<file path="config.mk">
export PLATFORM = sky130hd
export DESIGN_NAME = sorter8
export DESIGN_NICKNAME = d
export VERILOG_FILES = /design/src/rtl/sorter8_pkg.sv /design/src/rtl/sorter8_minmax_cell.sv /design/src/rtl/sorter8.sv
export SDC_FILE = /design/constraint.sdc
export NUM_CORES = 1
export LEC_CHECK = 0
export CAP_MARGIN = 10
export CORE_UTILIZATION = 30
export CTS_CLUSTER_SIZE = 20
export DETAILED_ROUTE_END_ITERATION = 8
export SYNTH_ARGS = -nofsm -noshare
export SYNTH_HDL_FRONTEND = slang
export SYNTH_HIERARCHICAL = 1
export SYNTH_SLANG_ARGS = --single-unit
</file>
<file path="constraint.sdc">
create_clock -name clk -period 4.38 [get_ports clk]
set_input_delay 1.314 -clock clk [delete_from_list [all_inputs] [get_ports clk]]
set_output_delay 1.314 -clock clk [all_outputs]
set_load 0.05 [all_outputs]
</file>
<file path="src/rtl/sorter8_pkg.sv">
// Shared definitions for the sorter8 frame sorter: FSM state encoding
// and default frame geometry.
package sorter8_pkg;

   localparam int DEPTH_DEF = 8;
   localparam int W_DEF     = 8;

   typedef enum logic [1:0] {
      LOAD  = 2'd0,
      SORT  = 2'd1,
      DRAIN = 2'd2
   } state_t;

endpackage

</file>
<file path="src/rtl/sorter8_minmax_cell.sv">
// Signed compare-exchange: lo gets the smaller of a/b, hi the larger.
// Equal inputs pass straight through unswapped.
module minmax_cell #(
   parameter int W = 8
) (
   input  logic [W-1:0] a,
   input  logic [W-1:0] b,
   output logic [W-1:0] lo,
   output logic [W-1:0] hi
);

   logic b_less;

   // Differing signs: the negative one is smaller; otherwise the magnitude bits decide.
   always_comb begin
      b_less = 1'b0;
      if (a[W-1] != b[W-1]) begin
         b_less = b[W-1];
      end else begin
         b_less = (b[W-2:0] < a[W-2:0]);
      end
   end

   assign lo = b_less ? b : a;
   assign hi = b_less ? a : b;

endmodule

</file>
<file path="src/rtl/sorter8.sv">
// Frame sorter: loads DEPTH signed samples, sorts them with DEPTH passes of
// odd-even transposition, then streams them out ascending.
module sorter8
   import sorter8_pkg::*;
#(
   parameter int DEPTH = DEPTH_DEF,
   parameter int W     = W_DEF
) (
   input  logic         clk,
   input  logic         rst,
   input  logic         in_valid,
   output logic         in_ready,
   input  logic [W-1:0] in_data,
   output logic         out_valid,
   input  logic         out_ready,
   output logic [W-1:0] out_data,
   output logic         out_last,
   output logic         busy,
   output logic [1:0]   state_dbg
);

   // Handshakes: a transfer happens on a rising edge where valid and ready
   // are both high; valid and data hold steady until that transfer.

   localparam int CW = (DEPTH > 1) ? $clog2(DEPTH) : 1;
   localparam logic [CW-1:0] LAST = CW'(DEPTH - 1);

   state_t        state;
   state_t        state_nx;
   logic [CW-1:0] cnt;
   logic [CW-1:0] rd;
   logic [CW-1:0] pass;
   logic          valid_q;
   logic          in_fire;
   logic          out_fire;

   logic [W-1:0]  mem     [DEPTH];
   logic [W-1:0]  even_nx [DEPTH];
   logic [W-1:0]  odd_nx  [DEPTH];

   assign in_ready = (state == LOAD) & ~rst;
   assign in_fire  = in_valid & in_ready;
   assign out_fire = valid_q & out_ready;

   always_ff @(posedge clk) begin
      if (rst) begin
         state <= LOAD;
      end else begin
         state <= state_nx;
      end
   end

   always_comb begin
      state_nx = state;
      case (state)
         LOAD:    if (in_fire && cnt == LAST) state_nx = SORT;
         SORT:    if (pass == LAST) state_nx = DRAIN;
         DRAIN:   if (out_fire && rd == LAST) state_nx = LOAD;
         default: state_nx = LOAD;
      endcase
   end

   // out_valid is registered so it rises one cycle after entering DRAIN.
   always_ff @(posedge clk) begin
      if (rst) begin
         cnt     <= '0;
         rd      <= '0;
         pass    <= '0;
         valid_q <= 1'b0;
      end else begin
         if (in_fire) begin
            cnt <= (cnt == LAST) ? '0 : cnt + 1'b1;
         end
         if (state == SORT) begin
            pass <= (pass == LAST) ? '0 : pass + 1'b1;
         end
         if (out_fire) begin
            rd <= (rd == LAST) ? '0 : rd + 1'b1;
         end
         valid_q <= (state == DRAIN) && !(out_fire && rd == LAST);
      end
   end

   for (genvar i = 0; i < DEPTH / 2; i++) begin : g_even
      minmax_cell #(.W(W)) u_cell (
         .a  (mem[2*i]),
         .b  (mem[2*i+1]),
         .lo (even_nx[2*i]),
         .hi (even_nx[2*i+1])
      );
   end

   for (genvar i = 0; i < DEPTH / 2 - 1; i++) begin : g_odd
      minmax_cell #(.W(W)) u_cell (
         .a  (mem[2*i+1]),
         .b  (mem[2*i+2]),
         .lo (odd_nx[2*i+1]),
         .hi (odd_nx[2*i+2])
      );
   end

   // End slots have no partner on odd passes.
   assign odd_nx[0]       = mem[0];
   assign odd_nx[DEPTH-1] = mem[DEPTH-1];

   // Sample buffer needs no reset: every slot is rewritten before it is read.
   always_ff @(posedge clk) begin
      if (in_fire) begin
         mem[cnt] <= in_data;
      end else if (state == SORT) begin
         for (int i = 0; i < DEPTH; i++) begin
            mem[i] <= pass[0] ? odd_nx[i] : even_nx[i];
         end
      end
   end

   assign out_valid = valid_q;
   assign out_data  = mem[rd];
   assign out_last  = valid_q & (rd == LAST);
   assign busy      = (state == SORT) | (state == DRAIN);
   assign state_dbg = state;

endmodule

</file>
# Word-level counts from Yosys, hierarchy flattened
# Memories as Yosys holds them, arrays and structs flattened. A register that Yosys moved wholly into a read port is not among the register bits.
# Index checks and enable logic that the tools add are counted.
dict set report word_totals {
  reg_bits 12
  latchBits 0
  ramBits 64
  romBits 0
  inputBits 12
  out_inout_bits 14
  elab_cells 90
  n_memories 1
}
# memory words word_bits rd rd_ports_with_merged_regs write_ports line_no
set memory_table {}
lappend memory_table {mem 8 8 9 1 8 sorter8.sv:37} ;# logic [W-1:0] mem [DEPTH];
dict set report classes {
  add_sub_neg 3
  mul 0
  div 0
  magnitude_cmp 7
  n_eq_ne 15
  shifts 0
  n_mux 46
  bitwise_logic 6
  n_reduce_logical 7
}
# cell n
set ops {}
lappend ops {{two-way mux 8 bit} 23}
lappend ops {{< comparator 7 bit} 7}
lappend ops {{two-way mux 3 bit} 6}
lappend ops {{two-way mux 1 bit} 13}
lappend ops {{adder 3 x 1 -> 3 bit (second input constant)} 3}
lappend ops {{equality test 3 bit (second input constant)} 3}
lappend ops {{OR reduction 8 bit} 1}
lappend ops {{inequality test 1 bit} 7}
lappend ops {{two-way mux 2 bit} 3}
lappend ops {{one-hot mux 2 bit (3 select lines)} 1}
lappend ops {{bitwise AND 1 bit} 4}
lappend ops {{inequality test 2 bit (second input constant)} 2}
lappend ops {{logical AND 1 bit} 3}
lappend ops {{AND reduction 3 bit} 1}
lappend ops {{equality test 2 x 1 -> 1 bit (second input constant)} 1}
lappend ops {{equality test 2 bit (second input constant)} 1}
lappend ops {{logical NOT 2 bit} 1}
lappend ops {{inequality test 2 x 1 -> 1 bit (second input constant)} 1}
lappend ops {{logical NOT 1 bit} 1}
lappend ops {{inverter 1 bit} 1}
lappend ops {{bitwise OR 1 bit} 1}

# Logic depth before layout (Yosys ltp)
# Gate-level depths: netlist of run 1.
dict set report depth {
  word_depth 7
  ltp_mapped 9
  ltp_nobuf 8
}

# By module
# The synthesis of run 1 kept the hierarchy.
# mod instances cells_each area_each_um2 seq_area_each_um2
set modules_own_cells {}
lappend modules_own_cells {sorter8 1 335 4215.3 2222.1}
lappend modules_own_cells {minmax_cell 7 44 422.9 0.0}

# Worst setup path after synthesis of run 1
# No wires, ideal clock.
dict set report synth_path {
  path_kind {input port to flip-flop}
  start {input port rst}
  end {memory mem[7][0], enable pin}
  setup_ns 0.387
  arrival_ns 3.262
  t_required_ns 3.993
  slack_ns 0.732
  stages 4
  n_path_buf 1
  cell_sequence {clkbuf_1 nor2b_1 nand3_1 o31ai_1}
}
# element line_no
set synth_lines {}
lappend synth_lines {{start: declaration} sorter8.sv:10} ;# input logic rst,
lappend synth_lines {{end: declaration} sorter8.sv:37}

==> summary.md, run 1 <==
| Metric | Value |
|---|---|
| Die height | 156.7 µm |
| Routed Antenna Nets | 0 |
| Max clock buf depth | 2 |
| Overall routing resource usage | 0.1473 |
| Core area | 23470 µm² |
| Die area | 24540 µm² |
| Peak VDD IR | 0.2079 mV |
| Max capacitance violation total | 0 |
| Ratio of cells with drive above 1 in the final layout | 0.2478 |
| Grt total ovfl | 0 |
| Post-CTS setup buffers | 0 |
| CP arrival | 2630 ps |
| Yosys cell types | 36 |
| Synthesized area | 7176 µm² |
| Clk slew on worst S/H paths | 70 ps |
| Largest net degree at the start of global routing | 49 |
| Syn_area_per_cell | 11.16 µm² |
| Dominant cells by area after synthesis | edfxtp_1 27%, mux2_4 15%, ha_1 12% |
| Worst-Margin Slew | 940.7 ps |
| Hold buffers post-CTS | 0 |
| Number of synthesis warnings | 6 |
| Sequential Area | 2223 µm² |
| Cells after DPL | 977 |
| Crit path launch type | flip-flop |
| Synth area leader | edfxtp_1 |
| Synthesized flop and latch total | 79 |
| Num CTS Buffers | 9 |
| Post-Route WL | 17.30 mm |
| Met1 Resource Use GR | 0.2080 |
| Setup CP Type | flip-flop to output port |
| Hold Path Class | flip-flop to flip-flop |
| DR vias | 4922 |
| Crit path max fanout | 16 |
| WL per Instance | 17.42 µm |
| Port Buffers | 25 |
| Final core occ | 0.3447 |
| R2R Path Start | mem[3][7]$_DFFE_PP_ |
| Fin. Hold Viols | 0 |
| Nets | 747 |
| Clock root buffer | clkbuf_16 |
| Run status | complete, no violations |
| Static leakage | 3.268 nW |
| Post-synth EDFFs | 64 |
| Fmax achieved | 253.4 MHz |
| Area Growth Syn to Fin | 12.76% |
| Required @ worst endpoint | 3070 ps |
| Detailed Place HPWL | 12.49 mm |
| Filler cell count in the final layout | 2325 |
| Setup crit end kind | output port |
| Via density | 4.957 |
| Vias in the first global route | 4878 |
| Post-cts gate resize count | 0 |
| Gate Count Post-Synth | 643 |
| Final setup vio count | 0 |
| CTS tree | built |
| H-Tree Depth | 3 |
| FP Rows | 56 |
| GRT met2 Usage | 0.2343 |
| Final period util | 0.9010 |
| Ys flop type | edfxtp_1 |
| Pins Over Slew Limit | 0 |
| Sequential fraction of the synthesis area | 0.3097 |
| PD cells | 221.3 nW/µm² |
| Initial antenna violation count | 0 |
| Top Ports | 26 |
| Area fraction of the dominant cell type after synthesis | 0.2678 |
| Final setup margin | 433.5 ps |
| HP Start | rd[2]$_SDFFE_PP0N_ |
| Skew final | 7.896 ps |
| Most used routing layer | met2 |
| Initial DRC count | 261 |
| Area of the multi-input gates | 4511 µm² |
| Final Wtd Congestion | 0.7797 |
| DP Worst Slack | 654.5 ps |
| Worst slew margin | 0.3728 |
| Clk_lat worst skew | 340 ps |
| Setup TNS | 0 ps |
| Final Non-Filler Cells | 993 |
| DRT Pass-1 Iters | 5 |
| RSZ-0062 raised after global routing | false |
| Clock Sinks | 79 |
| DRC Markers | 0 |
| Met3 usage | 0.02077 |
| Starting Density | 0.3057 |
| Syn_nets | 721 |
| First-pass GRT wire length | 27.29 mm |
| ANT cells | 0 |
| Die X | 156.7 µm |
| Tmin final | 3946 ps |
| Async SR Flop Fraction | 0 |
[worst paths after layout]
check	to	slack (ps)	depth (start not counted)
hold reg to reg	rd[2]$_SDFFE_PP0N_	490	2
setup reg to reg	mem[2][0]$_DFFE_PP_	1290	9
setup / recovery	out_data[7]	430	3
hold / removal	rd[2]$_SDFFE_PP0N_	490	2
[layout by cell type (no fill, tap or decap), types with 2 or more instances in the layout]
cell	count
o21ai_1	7
clkbuf_1	2
nand2_1	61
nand2b_1	11
mux2i_1	53
nor2b_1	2
nor2_1	14
dfxtp_1	14
clkdlybuf4s50_1	24
a21oi_1	65
buf_4	19
nand3_1	6
inv_1	67
a211oi_1	14
edfxtp_1	64
mux2_2	36
mux4_1	15
a21oi_2	7
nand3b_1	2
ha_1	65
o31ai_1	3
inv_4	2
a211oi_2	14
and2b_1	7
mux2_4	70
o21ai_0	6
clkbuf_16	11
[layer usage]
| layer | wire length, µm | vias to the layer above |
|---|---|---|
| met5 | 0 | - |
| met4 | 193 | 0 |
| met3 | 589 | 12 |
| met2 | 7854 | 100 |
| met1 | 8661 | 2397 |
| li1 | - | 2413 |
[cells in the mapped netlist, types with 14 or more instances]
cell type	instances
mux2_4	70
a211oi_1	14
nand2_1	61
mux2i_1	53
edfxtp_1	64
a21oi_1	65
mux2_2	36
a211oi_2	14
ha_1	66
inv_1	67
dfxtp_1	15
mux4_1	15
nor2_1	14
[area by class of cell]
class / count / area share
multi-input combinational: 468 / 0.5574
tap: 319 / 0.04933
clock inverter: 3 / 0.002629
inverter: 67 / 0.03108
timing repair buffer: 44 / 0.04979
clock buffer: 13 / 0.03495
sequential: 79 / 0.2748
[stage by stage]
stage | hold WS, ps | instance area, µm² | total power, mW
after floorplan | 454.1 | 7176 | 0.9716
after global placement | 483.5 | 7787 | 1.025
after detailed placement | 484.9 | 7787 | 1.027
after CTS | 498.2 | 8092 | 1.803
after global routing | 522.7 | 8092 | 1.850
final | 490.6 | 8092 | 1.791
[state kept, by name, summed over array words and instances (netlist names), named ones only]
name	count
cnt	3
state_dbg	2
out_valid	1
pass	3
mem	64
rd	3
[kinds of logic after synthesis]
logic type,share of synthesized area
multiplexers,0.3350
AO/OA/AOI/OAI,0.1102
AND/OR/NAND/NOR,0.06801
buffers and inverters,0.06207
flip-flops,0.3097
adder cells (fa/ha/maj),0.1151
[where the power goes]
part	internal, mW	switching [mW]	leakage (nW)
Clock	0.456	0.324	0.151
Sequential	0.821	0.0136	0.700
Combinational	0.0835	0.0927	2.42
Total	1.36	0.430	3.27
[worst max-delay path: stages (launching register included)]
cell             delay [ps]
dfxtp_1                 800
mux4_1                  430
mux2_2                  340
clkdlybuf4s50_1         720
No activity file was read; power rests on OpenSTA's default activity.
==> inputs of run 2 (changes only) <==
CAP_MARGIN = 20   (was 10)
==> results of run 2 <==
Final layout, timing and power as in run 1 (identical DEF).
==> inputs of run 3 (changes only) <==
CAP_MARGIN = 5   (was 20)
CTS_CLUSTER_SIZE = 24   (was 20)
DONT_BUFFER_PORTS = 1   (was unset)
==> summary.md, run 3 (synthesized netlist as in run 1, its figures left out) <==
| Metric | Value |
|---|---|
| Run status | complete, no violations (unchanged) |
| Area Growth Syn to Fin | 9.660% (was 12.76%) |
| Worst Hold Margin | 485.9 ps (was 490.6 ps) |
| Max capacitance violation total | 0 (unchanged) |
| First-pass GRT wire length | 29.37 mm (was 27.29 mm) |
| Tmin final | 3687 ps (was 3946 ps) |
| Required @ worst endpoint | 3070 ps (about the same) |
| Starting Density | 0.3057 (unchanged) |
| Ratio of cells with drive above 1 in the final layout | 0.2634 (was 0.2478) |
| Fmax achieved | 271.2 MHz (was 253.4 MHz) |
| R2R depth | 9 (unchanged) |
| Post-Route WL | 19.07 mm (was 17.30 mm) |
| Post-cts gate resize count | 0 (unchanged) |
| Core area | 23470 µm² (unchanged) |
| Die height | 156.7 µm (unchanged) |
| PD cells | 225.0 nW/µm² (was 221.3 nW/µm²) |
| Setup CP Type | flip-flop to output port (unchanged) |
| CP arrival | 2370 ps (was 2630 ps) |
| Setup TNS | 0 ps (unchanged) |
| Pins Over Slew Limit | 0 (unchanged) |
| Final Wtd Congestion | 0.8289 (was 0.7797) |
| Initial antenna violation count | 1 (was 0) |
| Clk slew on worst S/H paths | 70 ps (about the same) |
| Clock Sinks | 79 (unchanged) |
| Max clock buf depth | 2 (unchanged) |
| Detailed Place HPWL | 13.81 mm (was 12.49 mm) |
| DR vias | 4931 (was 4922) |
| Skew final | 9.799 ps (was 7.896 ps) |
| H-Tree Depth | 3 (unchanged) |
| DRT Pass-1 Iters | 4 (was 5) |
| Via density | 5.068 (was 4.957) |
| Largest net degree at the start of global routing | 48 (was 49) |
| Max reg flops | 64 (unchanged) |
| Initial DRC count | 365 (was 261) |
| Grt total ovfl | 0 (unchanged) |
| Setup crit end kind | output port (unchanged) |
| Hold Path Class | flip-flop to flip-flop (unchanged) |
| CTS tree | built (unchanged) |
| Die area | 24540 µm² (unchanged) |
| Clock root buffer | clkbuf_16 (unchanged) |
| DRC Markers | 0 (unchanged) |
| Final setup vio count | 0 (unchanged) |
| Port Buffers | 0 (was 25) |
| Fin. Hold Viols | 0 (unchanged) |
| Nets | 726 (was 747) |
| Routed Antenna Nets | 0 (unchanged) |
| Static leakage | 3.184 nW (was 3.268 nW) |
| Top Ports | 26 (unchanged) |
| Peak VDD IR | 0.1603 mV (was 0.2079 mV) |
| Worst slew margin | 0.4086 (was 0.3728) |
| Overall routing resource usage | 0.1627 (was 0.1473) |
| Vias in the first global route | 4961 (was 4878) |
| Num CTS Buffers | 9 (unchanged) |
| R2R Setup Slk | 1240 ps (was 1290 ps) |
| Worst hold stages | 2 (unchanged) |
| Hold buffers post-CTS | 0 (unchanged) |
| Clk_lat worst skew | 360 ps (was 340 ps) |
| Biggest register | mem (unchanged) |
| RSZ-0062 raised after global routing | false (unchanged) |
| Most frequent cells in the layout | 70 x mux2_4, 67 x inv_1, 65 x a21oi_1, 65 x ha_1, 64 x edfxtp_1 (unchanged) |
| Crit path max fanout | 10 (was 16) |
| Final period util | 0.8418 (was 0.9010) |
| Worst-Margin Slew | 885.5 ps (was 940.7 ps) |
| Crit path launch type | flip-flop (unchanged) |
| WL per Instance | 19.60 µm (was 17.42 µm) |
| Post-CTS setup buffers | 0 (unchanged) |
| FP Rows | 56 (unchanged) |
| Die X | 156.7 µm (unchanged) |
| Most common cell after layout, fill and taps aside | mux2_4 (unchanged) |
## run 3: final cells by class
class / count / area [µm²]
Timing Repair Buffer: 23 / 185.2
Sequential cell: 79 / 2223
Multi-Input combinational cell: 468 / 4511
Fill cell: 2371 / 15600
Inverter: 67 / 251.5
Clock buffer: 10 / 250.2
Tap cell: 319 / 399.1
Clock inverter: 6 / 46.29
Antenna cell: 1 / 2.502
## run 3: final timing paths
path                        from             endpoint
max                    flip-flop          out_data[3]
min           rd[2]$_SDFFE_PP0N_   rd[2]$_SDFFE_PP0N_
max reg2reg  mem[5][7]$_DFFE_PP_  mem[5][1]$_DFFE_PP_
min reg2reg   rd[2]$_SDFFE_PP0N_   rd[2]$_SDFFE_PP0N_
## run 3: power by group
group          switching, mW  internal [mW]  total, mW
logic                 0.0851         0.0693      0.154
registers             0.0153          0.821      0.836
clock network          0.354          0.426      0.780
## run 3: metal layers
layer,GRT usage,wire (µm),vias up
li1,-,-,2377
met1,0.2154,8897,2410
met2,0.2449,8245,121
met3,0.05511,1575,23
met4,0.05696,354,0
met5,0,0,-
## run 3: critical path: stages (launching register included)
cell	delay, ps
dfxtp_1	740
buf_4	290
mux4_1	570
mux2_2	410
## run 3: metrics by stage
step                      std cells  setup WS (ps)  power [mW]    util  area [µm²]
final                           973          693.1       1.771  0.3352        7869
after global routing            972          637.6       1.821  0.3351        7866
after CTS                       972          693.3       1.783  0.3351        7866
after detailed placement        956           1081       1.007  0.3225        7570
after global placement          956           1133       1.004  0.3225        7570
after floorplan                 643          731.8      0.9716       -        7176
